$ cat src/rtl/writeback_arbiter.sv
// writeback_arbiter: merges ALU and buffered LSU results onto one regfile
// write port; tracks pending long writes and bypasses the in-flight write.
// Ports: ALU result in (+alu_stall), LSU valid/ready in, issue tracking,
// two read ports (raddr/rf_rdata in, rdata/busy out), regfile write out.
module writeback_arbiter #(
  parameter int LSU_DEPTH    = 2,
  parameter int STARVE_LIMIT = 4
) (
  input  logic        clk,
  input  logic        rst,
  input  logic        alu_valid,
  input  logic [4:0]  alu_waddr,
  input  logic [31:0] alu_wdata,
  input  logic        alu_is_upper,
  output logic        alu_stall,
  input  logic        lsu_valid,
  output logic        lsu_ready,
  input  logic [4:0]  lsu_waddr,
  input  logic [31:0] lsu_wdata,
  input  logic        issue_valid,
  input  logic        issue_long,
  input  logic [4:0]  issue_rd,
  input  logic [4:0]  raddr0,
  input  logic [4:0]  raddr1,
  input  logic [31:0] rf_rdata0,
  input  logic [31:0] rf_rdata1,
  output logic [31:0] rdata0,
  output logic [31:0] rdata1,
  output logic        busy0,
  output logic        busy1,
  output logic [4:0]  waddr,
  output logic [31:0] wdata,
  output logic        wren,
  output logic        is_upper
);

  localparam int PW = $clog2(LSU_DEPTH);
  localparam int CW = $clog2(LSU_DEPTH + 1);
  localparam int SW = $clog2(STARVE_LIMIT + 1);

  logic [4:0]    r_fifo_addr [LSU_DEPTH];
  logic [31:0]   r_fifo_data [LSU_DEPTH];
  logic [PW-1:0] r_wptr;
  logic [PW-1:0] r_rptr;
  logic [CW-1:0] r_count;
  logic [SW-1:0] r_starve;
  logic [31:0]   r_pending;
  logic          r_wren;
  logic [4:0]    r_waddr;
  logic [31:0]   r_wdata;
  logic          r_is_upper;

  logic          w_empty;
  logic          w_push;
  logic          w_sel_fifo;
  logic          w_sel_alu;
  logic          w_sel_any;
  logic [4:0]    w_sel_addr;
  logic [31:0]   w_sel_data;
  logic          w_sel_up;
  logic [4:0]    w_head_addr;
  logic [31:0]   w_set;
  logic [31:0]   w_clr;
  logic [31:0]   w_fwd;

  assign w_empty     = (r_count == '0);
  assign lsu_ready   = (r_count < CW'(LSU_DEPTH));
  assign alu_stall   = (r_starve == SW'(STARVE_LIMIT));
  assign w_push      = lsu_valid && lsu_ready;
  assign w_head_addr = r_fifo_addr[r_rptr];

  // Stall implies a non-empty FIFO, so the two selects never overlap.
  assign w_sel_fifo = !w_empty && (alu_stall || !alu_valid);
  assign w_sel_alu  = !alu_stall && alu_valid;
  assign w_sel_any  = w_sel_fifo || w_sel_alu;

  always_comb begin
    w_sel_addr = '0;
    w_sel_data = '0;
    w_sel_up   = 1'b0;
    unique case (1'b1)
      w_sel_fifo: begin
        w_sel_addr = w_head_addr;
        w_sel_data = r_fifo_data[r_rptr];
      end
      w_sel_alu: begin
        w_sel_addr = alu_waddr;
        w_sel_data = alu_wdata;
        w_sel_up   = alu_is_upper;
      end
      default: ;
    endcase
  end

  always_ff @(posedge clk) begin
    if (w_push) begin
      r_fifo_addr[r_wptr] <= lsu_waddr;
      r_fifo_data[r_wptr] <= lsu_wdata;
    end
  end

  always_ff @(posedge clk) begin
    if (rst) begin
      r_wptr  <= '0;
      r_rptr  <= '0;
      r_count <= '0;
    end else begin
      if (w_push)
        r_wptr <= r_wptr + PW'(1);
      if (w_sel_fifo)
        r_rptr <= r_rptr + PW'(1);
      if (w_push && !w_sel_fifo)
        r_count <= r_count + CW'(1);
      else if (!w_push && w_sel_fifo)
        r_count <= r_count - CW'(1);
    end
  end

  always_ff @(posedge clk) begin
    if (rst)
      r_starve <= '0;
    else if (w_empty || w_sel_fifo)
      r_starve <= '0;
    else if (!alu_stall)
      r_starve <= r_starve + SW'(1);
  end

  // Set is applied after clear so a same-edge re-issue stays pending.
  assign w_set = (issue_valid && issue_long && issue_rd != 5'd0)
               ? (32'd1 << issue_rd) : 32'd0;
  assign w_clr = w_sel_fifo ? (32'd1 << w_head_addr) : 32'd0;

  always_ff @(posedge clk) begin
    if (rst)
      r_pending <= '0;
    else
      r_pending <= (r_pending & ~w_clr) | w_set;
  end

  always_ff @(posedge clk) begin
    if (rst) begin
      r_wren     <= 1'b0;
      r_waddr    <= '0;
      r_wdata    <= '0;
      r_is_upper <= 1'b0;
    end else begin
      r_wren <= w_sel_any && (w_sel_addr != 5'd0);
      if (w_sel_any) begin
        r_waddr    <= w_sel_addr;
        r_wdata    <= w_sel_data;
        r_is_upper <= w_sel_up;
      end
    end
  end

  assign wren     = r_wren;
  assign waddr    = r_waddr;
  assign wdata    = r_wdata;
  assign is_upper = r_is_upper;

  assign w_fwd  = r_is_upper ? {r_wdata[15:0], 16'h0000} : r_wdata;
  assign rdata0 = (r_wren && r_waddr == raddr0) ? w_fwd : rf_rdata0;
  assign rdata1 = (r_wren && r_waddr == raddr1) ? w_fwd : rf_rdata1;
  assign busy0  = (raddr0 != 5'd0) && r_pending[raddr0];
  assign busy1  = (raddr1 != 5'd0) && r_pending[raddr1];

endmodule

$ cat config.mk
export PLATFORM = sky130hd
export DESIGN_NAME = writeback_arbiter
export DESIGN_NICKNAME = d
export VERILOG_FILES = /design/src/rtl/writeback_arbiter.sv
export SDC_FILE = /design/constraint.sdc
export NUM_CORES = 1
export LEC_CHECK = 0
export CORE_MARGIN = 2
export CORE_UTILIZATION = 49
export CTS_CLUSTER_DIAMETER = 40
export CTS_CLUSTER_SIZE = 28
export DETAILED_ROUTE_END_ITERATION = 16
export HOLD_SLACK_MARGIN = 0.05
export MAX_ROUTING_LAYER = met4
export PLACE_DENSITY = 0.85
export SLEW_MARGIN = 5
export SYNTH_ARGS = -nofsm -noshare
export SYNTH_HDL_FRONTEND = slang
export SYNTH_SLANG_ARGS = --single-unit
$ cat constraint.sdc
create_clock -name clk -period 5.97 [get_ports clk]
set_input_delay 1.194 -clock clk [delete_from_list [all_inputs] [get_ports clk]]
set_output_delay 1.194 -clock clk [all_outputs]
set_load 0.05 [all_outputs]
==> summary.md <==
| Metric | Value |
|---|---|
| Status | finished clean |
| RSZ-0062 raised after global routing | false |
| R2r startpoint | r_starve[0] |
| Buf/Inv on CP | 3 |
| Final hold viol count | 0 |
| DR iter-0 viols | about 640 |
| CTS H-tree depth | 4 |
| Via density per instance | roughly 5.6 |
| Minimum clock period | approximately 5.2 ns |
| Setup TNS | 0 ns |
| DP HPWL | ~19000 um |
| Max Clk Rate | 191 MHz |
| Maximum net fanout on the critical path | 26 |
| Root Buffer | clkbuf_16 |
| Setup Buffers After CTS | 0 |
| First-pass GRT wire length | around 39000 um |
| GRT Residual Overflow | 0 |
| Clock Skews | around 0.01 ns |
| Port bufs | roughly 270 |
| Antenna violations before repair | 6 |
| Share of layout cells above drive strength 1 | between 10% and 20% |
| Die Wd | around 130 um |
| Mapped Nets | approximately 910 |
| Max capacitance violation total | 0 |
| Total number of vias | just under 7000 |
| IR drop worst, VDD | between 0.2 and 0.3 mV |
| Dpl cells | about 1200 |
| Post-synthesis cell type count | 48 |
| Hold path endpoint | r_starve[0] |
| Crit. End Element | output port |
| Average wire per standard cell | 20.8 um |
| Initial core utilization | 49.5% |
| Final hold slack | ~0.47 ns |
| Post-route ant nets | 0 |
| CP max stage cell | clkdlybuf4s50_1 |
| Worst R2R Path Depth | 9 |
| #FFs+latches synth | between 150 and 200 |
| Most used cell, CP | clkdlybuf4s50_1 |
| Crit-path cells | clkdlybuf4s50_1 -> xor2_1 -> nor4_1 -> and3_2 -> buf_12 -> mux2_2 -> clkdlybuf4s50_1 |
| Placed standard-cell area | ~11000 um^2 |
| Worst setup margin | about 0.74 ns |
| Residual DRC count | 0 |
| Clock sink total | roughly 150 |
| Finished Layout Cells | between 1000 and 1500 |
| Clock Path Buffers | 2 |
| Seq/Total Area, Yosys | approximately 47% |
| Die height | around 130 um |
| R2r setup slk | about 3.6 ns |
| PD cells | 328 nW/um^2 |
| RePlAce Congestion | 0.909 |
| Crit path kind | in2out |
| Layout area overhead | 44.1% |
| Pleak | 4.25 nW |
| CTS tree | done |
| Relative slew margins | between 20% and 30% |
| Critical Path AT | 4.04 ns |
| Avg Inst Size Synth | between 10 and 15 um^2 |
| # rows | 47 |
| Worst Path Required | approximately 4.8 ns |
| Final Cell Area | 11700 um^2 |
| Clk Latency, worst-skew pair | 0.43 ns |
| Number of flops mapped to enable cells by yosys | 74 |
| FFs w/ async S/R, synth | 0% |
| Crit start category | primary input |
| Pre-antenna DRT Iters | 6 |
| Worst R2R End | r_count[1] |
| CTS hold repair buffers | 0 |
| Pre-CTS setup slack | roughly 0.74 ns |
| Pin count of the biggest net entering global routing | 50 |
| PostCTS Resize Cnt | 0 |
| Hold Path Class | reg2reg |
| Layout net count | about 1200 |
| Period utilisation layout | between 80% and 90% |
| Synthesis Warnings | 0 |
| Die Footprint | 17600 um^2 |
| Top-Level Pins | ~270 |
| GRT Overall Usage | just under 30% |
| DRT Wirelength | between 20000 and 30000 um |
| Clock-pin slew on the worst setup and hold paths | roughly 0.060 ns |
| Hold path cells | 1 |
| Crit path max-delay family | buffers and inverters |
| Hold Startpoint | r_starve[0] |
| Core area | 16400 um^2 |
| Largest stage delay on the critical path | roughly 0.7 ns |
| Max Slew Vio Count | 0 |
| Worst-margin pin slew | ~1.1 ns |
| Setup violations, final | 0 |
| Vias in the first global route | between 6000 and 7000 |
| Cell Area, Synth | 8120 um^2 |
| Main flop type after synthesis | dfxtp_1 |
| TritonCTS Buffers | 17 |
| Synth Instances | 749 |
[layout make-up]
cell class | count | area (um^2)
clock buffer | 19 | 443
antenna | 7 | 17.5
tap | 220 | 275
sequential | 152 | 3780
inverter | 5 | 18.8
clock inverter | 13 | 151
multi-input combinational | 539 | 3990
fill | 1122 | 4700
timing repair buffer | 275 | 3020
[flip-flops by register name (all words and copies together) (netlist names), named ones only]
register and count:
r_fifo_data 64, is_upper 1, wren 1, r_wptr 1
r_count 2, r_pending 31, r_fifo_addr 10, wdata 32
waddr 5, r_starve 3, r_rptr 1
[cell usage after synthesis (10+ instances only)]
| cell type | number | area, um^2 |
|---|---|---|
| a21oi_1 | 45 | 225 |
| buf_2 | 12 | 60.1 |
| clkbuf_1 | 19 | 71.3 |
| dfxtp_1 | 78 | 1560 |
| edfxtp_1 | 74 | 2220 |
| mux2_2 | 49 | 552 |
| mux2_4 | 30 | 450 |
| mux2i_1 | 54 | 541 |
| nand2_1 | 85 | 319 |
| nand3_1 | 10 | 50.1 |
| nor2_1 | 15 | 56.3 |
| nor2b_1 | 57 | 357 |
| o211ai_1 | 39 | 293 |
| o21ai_0 | 66 | 330 |
| xor2_1 | 10 | 87.6 |
[worst max path at each step]
stage	end	depth (start not counted)	startpoint	slack, ns
after floorplan	busy0	6	raddr0[1]	2.16
after global placement	rdata1[0]	7	raddr1[2]	0.76
after detailed placement	rdata1[0]	7	raddr1[2]	0.74
after CTS	rdata1[0]	7	raddr1[2]	0.74
after global routing	rdata1[0]	7	raddr1[2]	0.55
final	rdata1[0]	7	raddr1[2]	0.74
[per-layer routing]
| metal | routed length, um | share of wire [%] | up-vias | track usage [%] |
|---|---|---|---|---|
| li1 | - | - | 3245 | - |
| met1 | 10800 | 42 | 3277 | 39.4 |
| met2 | 12100 | 47 | 294 | 46.1 |
| met3 | 2220 | 8.7 | 35 | 7.47 |
| met4 | 466 | 1.8 | 0 | 7.17 |
| met5 | 0 | 0 | - | - |
[layout by cell type (no fill, tap or decap), drive strengths merged, types with 15 or more instances in the layout]
master / instances
a21oi: 45
o21ai: 66
buf: 42
mux2i: 54
o211ai: 39
mux2: 82
edfxtp: 74
dfxtp: 78
nor2b: 57
nor2: 15
nand2: 85
clkbuf: 19
clkdlybuf4s50: 233
[where the power goes]
| part | leakage (nW) | switching (mW) | internal [mW] | total, mW |
|---|---|---|---|---|
| sequential | 1.33 | 0.137 | 1.26 | 1.40 |
| clock | 0.280 | 0.412 | 0.663 | 1.08 |
| combinational | 2.64 | 0.834 | 0.535 | 1.37 |
| total | 4.25 | 1.38 | 2.46 | 3.84 |
[through the flow]
step / total power, mW / utilization (%)
global route: 4.00 / 71.3
global placement: 2.74 / 67.6
CTS: 3.85 / 71.2
detailed placement: 2.77 / 67.6
finish: 3.84 / 71.3
floorplan: 2.27 / -
[cells by family (layout without fill, tap and decap cells)]
family	after synthesis	count (layout)	share of synthesized area (%)
simple gates	210	210	13.3
fa+ha+maj	3	3	0.462
flops	152	152	46.6
mux	142	142	21.1
other cells	0	7	0
compound gates	170	170	12.5
buf+inv	58	312	4.51
xor+xnor	14	14	1.51
Power figures use the tool's default switching activity.
